[src/rtl/ex_muldiv_unit.sv]
// Execute-stage multiply/divide unit owning HI/LO.
// MULT/MULTU/DIV/DIVU run iteratively over 33 cycles; MTHI/MTLO write in one cycle.
module ex_muldiv_unit #(
  parameter int WIDTH = 32
) (
  input  logic             CLK,
  input  logic             RST,
  input  logic             Start,
  input  logic [5:0]       Func,
  input  logic [WIDTH-1:0] Rdata1,
  input  logic [WIDTH-1:0] Rdata2,
  output logic             Busy,
  output logic             Done,
  output logic [WIDTH-1:0] Hi,
  output logic [WIDTH-1:0] Lo
);

  localparam int CW = $clog2(WIDTH);
  localparam logic [5:0] F_MULT  = 6'h18;
  localparam logic [5:0] F_MULTU = 6'h19;
  localparam logic [5:0] F_DIV   = 6'h1A;
  localparam logic [5:0] F_DIVU  = 6'h1B;
  localparam logic [5:0] F_MTHI  = 6'h11;
  localparam logic [5:0] F_MTLO  = 6'h13;

  typedef enum logic [1:0] {
    S_IDLE = 2'd0,
    S_CALC = 2'd1,
    S_FIX  = 2'd2
  } state_e;

  state_e             state_q, state_d;
  logic [CW-1:0]      cnt_q, cnt_d;
  logic               is_div_q, is_div_d;
  logic               neg_lo_q, neg_lo_d;
  logic               neg_hi_q, neg_hi_d;
  logic [WIDTH-1:0]   opb_q, opb_d;
  logic [2*WIDTH-1:0] acc_q, acc_d;
  logic [WIDTH-1:0]   hi_q, hi_d;
  logic [WIDTH-1:0]   lo_q, lo_d;
  logic               busy_q, busy_d;
  logic               done_q, done_d;

  logic               accept_s, signed_s, a_neg_s, b_neg_s;
  logic [WIDTH-1:0]   a_mag_s, b_mag_s;
  logic [WIDTH:0]     sum_s, rem_sh_s;
  logic               geq_s;
  logic [2*WIDTH-1:0] prod_s;

  function automatic logic [WIDTH-1:0] cond_neg(input logic [WIDTH-1:0] v, input logic en);
    cond_neg = en ? (~v + {{(WIDTH-1){1'b0}}, 1'b1}) : v;
  endfunction

  assign accept_s = Start && ((Func == F_MULT) || (Func == F_MULTU) ||
                              (Func == F_DIV)  || (Func == F_DIVU));
  assign signed_s = (Func == F_MULT) || (Func == F_DIV);
  assign a_neg_s  = signed_s && Rdata1[WIDTH-1];
  assign b_neg_s  = signed_s && Rdata2[WIDTH-1];
  assign a_mag_s  = cond_neg(Rdata1, a_neg_s);
  assign b_mag_s  = cond_neg(Rdata2, b_neg_s);

  // One shift-add step (multiply) and one restoring step (divide) per CALC cycle.
  assign sum_s    = {1'b0, acc_q[2*WIDTH-1:WIDTH]} + (acc_q[0] ? {1'b0, opb_q} : {(WIDTH+1){1'b0}});
  assign rem_sh_s = {acc_q[2*WIDTH-1:WIDTH], acc_q[WIDTH-1]};
  assign geq_s    = rem_sh_s >= {1'b0, opb_q};
  assign prod_s   = neg_lo_q ? (~acc_q + {{(2*WIDTH-1){1'b0}}, 1'b1}) : acc_q;

  // State and datapath registers.
  always_ff @(posedge CLK or posedge RST) begin
    if (RST) begin
      state_q  <= S_IDLE;
      cnt_q    <= '0;
      is_div_q <= 1'b0;
      neg_lo_q <= 1'b0;
      neg_hi_q <= 1'b0;
      opb_q    <= '0;
      acc_q    <= '0;
      hi_q     <= '0;
      lo_q     <= '0;
      busy_q   <= 1'b0;
      done_q   <= 1'b0;
    end else begin
      state_q  <= state_d;
      cnt_q    <= cnt_d;
      is_div_q <= is_div_d;
      neg_lo_q <= neg_lo_d;
      neg_hi_q <= neg_hi_d;
      opb_q    <= opb_d;
      acc_q    <= acc_d;
      hi_q     <= hi_d;
      lo_q     <= lo_d;
      busy_q   <= busy_d;
      done_q   <= done_d;
    end
  end

  // Next-state logic.
  always_comb begin
    state_d = state_q;
    case (state_q)
      S_IDLE:  if (accept_s) state_d = S_CALC; else state_d = S_IDLE;
      S_CALC:  if (cnt_q == CW'(WIDTH - 1)) state_d = S_FIX; else state_d = S_CALC;
      S_FIX:   state_d = S_IDLE;
      default: state_d = S_IDLE;
    endcase
  end

  // Datapath and output next values per state.
  always_comb begin
    cnt_d    = cnt_q;
    is_div_d = is_div_q;
    neg_lo_d = neg_lo_q;
    neg_hi_d = neg_hi_q;
    opb_d    = opb_q;
    acc_d    = acc_q;
    hi_d     = hi_q;
    lo_d     = lo_q;
    busy_d   = 1'b0;
    done_d   = 1'b0;
    case (state_q)
      S_IDLE: begin
        if (accept_s) begin
          is_div_d = Func[1];
          cnt_d    = '0;
          busy_d   = 1'b1;
          if (Func[1]) begin
            // Quotient sign is suppressed on divide-by-zero so Lo stays all ones.
            opb_d    = b_mag_s;
            acc_d    = {{WIDTH{1'b0}}, a_mag_s};
            neg_lo_d = (a_neg_s ^ b_neg_s) && (Rdata2 != '0);
            neg_hi_d = a_neg_s;
          end else begin
            opb_d    = a_mag_s;
            acc_d    = {{WIDTH{1'b0}}, b_mag_s};
            neg_lo_d = a_neg_s ^ b_neg_s;
            neg_hi_d = a_neg_s ^ b_neg_s;
          end
        end else if (Start && (Func == F_MTHI)) begin
          hi_d = Rdata1;
        end else if (Start && (Func == F_MTLO)) begin
          lo_d = Rdata1;
        end else begin
          busy_d = 1'b0;
        end
      end
      S_CALC: begin
        busy_d = 1'b1;
        cnt_d  = cnt_q + CW'(1);
        if (is_div_q) begin
          if (geq_s) acc_d = {rem_sh_s[WIDTH-1:0] - opb_q, acc_q[WIDTH-2:0], 1'b1};
          else       acc_d = {rem_sh_s[WIDTH-1:0], acc_q[WIDTH-2:0], 1'b0};
        end else begin
          acc_d = {sum_s, acc_q[WIDTH-1:1]};
        end
      end
      S_FIX: begin
        done_d = 1'b1;
        if (is_div_q) begin
          hi_d = cond_neg(acc_q[2*WIDTH-1:WIDTH], neg_hi_q);
          lo_d = cond_neg(acc_q[WIDTH-1:0], neg_lo_q);
        end else begin
          hi_d = prod_s[2*WIDTH-1:WIDTH];
          lo_d = prod_s[WIDTH-1:0];
        end
      end
      default: begin
        busy_d = 1'b0;
      end
    endcase
  end

  assign Busy = busy_q;
  assign Done = done_q;
  assign Hi   = hi_q;
  assign Lo   = lo_q;

endmodule

[config.mk]
export PLATFORM = sky130hd
export DESIGN_NAME = ex_muldiv_unit
export DESIGN_NICKNAME = d
export VERILOG_FILES = /design/src/rtl/ex_muldiv_unit.sv
export SDC_FILE = /design/constraint.sdc
export NUM_CORES = 1
export LEC_CHECK = 0
export ABC_AREA = 1
export BUFFER_PORTS_ARGS = -buffer_cell sky130_fd_sc_hd__buf_2
export CELL_PAD_IN_SITES_DETAIL_PLACEMENT = 2
export CELL_PAD_IN_SITES_GLOBAL_PLACEMENT = 2
export CORE_MARGIN = 8
export CORE_UTILIZATION = 33
export DETAILED_ROUTE_END_ITERATION = 8
export PLACE_DENSITY = 0.81
export SLEW_MARGIN = 10
export SYNTH_ARGS = -nofsm -noshare
export SYNTH_HDL_FRONTEND = slang
export SYNTH_SLANG_ARGS = --single-unit
[constraint.sdc]
create_clock -name CLK -period 6.7 [get_ports CLK]
set_input_delay 1.34 -clock CLK [delete_from_list [all_inputs] [get_ports CLK]]
set_output_delay 1.34 -clock CLK [all_outputs]
set_load 0.02 [all_outputs]
==> results_dict.tcl <==
set metrics [dict create \
    leakage_uw 0.0101 \
    max-cap-violations 0 \
    synthFlopType "dfrtp_1" \
    synthAdderAreaFrac 0.0500 \
    ios 139 \
    viasPerCell 5.67 \
    post_cts_resized 0 \
    post_synth_inst_count 3164 \
    status "finished, final reports clean" \
    hold_viol_final 0 \
    path_clk_slew_ns 0.08 \
    grt_remaining_overflow 0 \
    drive_above_1_share 0.0853 \
    layout_commonest_cell "nand2_1" \
    synthArstFlopShare 1.00 \
    endpoint_kind "register" \
    worst_ep_required_time_ns 7.05 \
    max_freq_ghz 0.253 \
    clk-insertion-delay-late_ns 0.50 \
    vias 22600 \
    p_seq_frac 0.239 \
    combPwrFrac 0.652 \
    place_hpwl_um 85500 \
    setup_viol 0 \
    grt_setup_unrepaired "false" \
    intPower_uw 3600 \
    finalCriticalPeriod_ns 3.95 \
    ys_seq_area_frac 0.235 \
    syn_nets 3309 \
    cts_buffers 17 \
    grt_pass1_wl_um 154000 \
    ys_warn_count 0 \
    p_sw_frac 0.608 \
    clkPwrFrac 0.109 \
    synthToLayoutAreaGrowth_pct 10.2 \
    rows 86 \
    fillers 7120 \
    grt.total_usage 0.321 \
    synth-xor-area-share 0.0239 \
    htreeDepth 4 \
    nets 3381 \
    route.detailed.drc 0 \
    wl_per_cell_um 25.9 \
    fin_cells 3996 \
    grt_pass1_vias 23800 \
    drv_slew 0 \
    start_util 0.333 \
    fin_crit_sh 0.590 \
    yosys.cell_types.count 53 \
    synth_top_family_by_area "simple AND/OR/NAND/NOR gates" \
    grt_max_degree 117 \
    core_um2 55000 \
    cts_tree "yes" \
    port_buffers 138 \
    first_pass_iters 5 \
    tns_ns 0 \
    crit_path_max_fanout 50 \
    powerDensity_nw_per_um2 455 \
    synth_edf_count 0 \
    synth-seq-cells 172 \
    skew_ns 0.0142 \
    vdd_drop_max_mv 0.251 \
    clock_path_buffers 2 \
    drt.antenna.violating_nets 0 \
    gp_congestion 0.962 \
    die_w_um 252 \
    wirelength_um 104000 \
    maxSlewHeadroom 0.184 \
    n_antenna_cell 0 \
    hold_path.class "register to register" \
    antenna_found_initial 0 \
    synth_compound_area_frac 0.146 \
    worst_pin_slew_ns 1.22 \
    die-area_um2 63300 \
    numPlacedInstances 3965 \
    path_class "input port to register" \
    power.switching_uw 5590 \
    root_buffer "clkbuf_16" \
    cts_hold_buffers 0 \
    post-cts-setup-buffers 0 \
    synth_area_per_cell_um2 5.79 \
    syn_area_um2 18300 \
    cp_data_arrival_time_ns 4.31 \
    start_kind "input port" \
    synth-simple-area-share 0.429 \
    cts.sinks 172 \
    die_h_um 252 \
    first_iter_violations 1561 \
    synthMuxAreaShare 0 \
    mostFrequentLayoutCells "nand2_1, nor2_1, inv_1, nand3_1, a21oi_1" \
]
==> state kept, by name, indices dropped and copies added, names as in the netlist <==
| register | cells |
|---|---|
| acc_q | 64 |
| Hi | 32 |
| Lo | 32 |
| opb_q | 32 |
| cnt_q | 5 |
| state_q | 2 |
| Busy | 1 |
| Done | 1 |
| is_div_q | 1 |
| neg_hi_q | 1 |
| neg_lo_q | 1 |
==> stage by stage <==
stage | hold WS (ns) | setup slack [ns] | util | power [uW] | instance area (um2)
finish | 0.485 | 2.75 | 0.367 | 9190 | 20200
detailed placement | 0.467 | 2.29 | 0.357 | 8090 | 19700
global placement | 0.467 | 2.47 | 0.357 | 7820 | 19700
floorplan | 0.472 | 0.700 | - | 5680 | 18300
global route | 0.526 | 2.58 | 0.367 | 9810 | 20200
CTS | 0.488 | 2.80 | 0.367 | 9120 | 20200
==> power by group through the flow <==
stage          Sequential, uW  Clock, uW  Combinational, uW
2_1_floorplan            1880          0               3790
4_1_cts                  2180       1020               5930
6_report                 2200       1000               5990
5_1_grt                  2220       1050               6540
3_3_place_gp             2180          0               5640
3_5_place_dp             2190          0               5890
==> worst paths after layout <==
path	start	to	slack (ns)	depth (start not counted)
setup / recovery	Func[1]	Hi[0]	2.75	10
hold / removal	Lo[1]	Lo[1]	0.49	2
setup reg to reg	acc_q[0]	acc_q[39]	2.99	15
hold reg to reg	Lo[1]	Lo[1]	0.49	2
max in group asynchronous	RST	is_div_q	4.59	3
min in group asynchronous	RST	Hi[20]	0.90	2
==> cells by family (layout without fill, tap and decap cells) <==
kind of cell    count (synthesis)  after routing
simple gates                 1849           1849
xor+xnor                       50             50
buf+inv                       545            629
flops                         172            172
compound gates                476            476
fa+ha+maj                      72             72
==> critical path, stage by stage <==
cell	delay, ns
buf_2	0.49
inv_1	0.09
buf_4	0.32
nand2_1	0.14
nand2_1	0.05
nand2_1	0.09
buf_4	0.34
clkinv_1	0.91
nor2_1	0.42
a31oi_1	0.07
==> layout make-up <==
| class | count | area, um2 | share of cell area |
|---|---|---|---|
| clock inverter | 12 | 105 | 0.00521 |
| timing repair buffer | 156 | 838 | 0.0415 |
| multi-input combinational | 2447 | 11900 | 0.590 |
| clock buffer | 19 | 433 | 0.0214 |
| tap | 748 | 936 | 0.0464 |
| inverter | 442 | 1670 | 0.0825 |
| sequential | 172 | 4310 | 0.213 |
==> synthesized netlist by cell type (19+ instances only) <==
master    count  area [um2]
nand2_1     938        3520
nor2_1      423        1590
inv_1       415        1560
nand3_1     334        1670
a21oi_1     181         906
dfrtp_1     172        4300
o21ai_0     153         766
ha_1         70         876
clkbuf_1     60         225
xor2_1       47         412
nand4_1      38         238
a31oi_1      35         219
nor3_1       27         135
o211ai_1     26         195
inv_2        25        93.8
buf_2        24         120
nor2_2       22         138
o21ai_1      19        95.1
==> layer usage <==
| layer | global-route usage | routed length [um] | part of all wire | vias to the layer above |
|---|---|---|---|---|
| met5 | 0 | 0 | 0 | - |
| met4 | 0.113 | 3740 | 0.036 | 0 |
| met3 | 0.0432 | 5020 | 0.048 | 167 |
| met2 | 0.531 | 48600 | 0.47 | 635 |
| met1 | 0.425 | 46300 | 0.45 | 11500 |
| li1 | - | - | - | 10300 |
(Power assumes the default switching activity.)
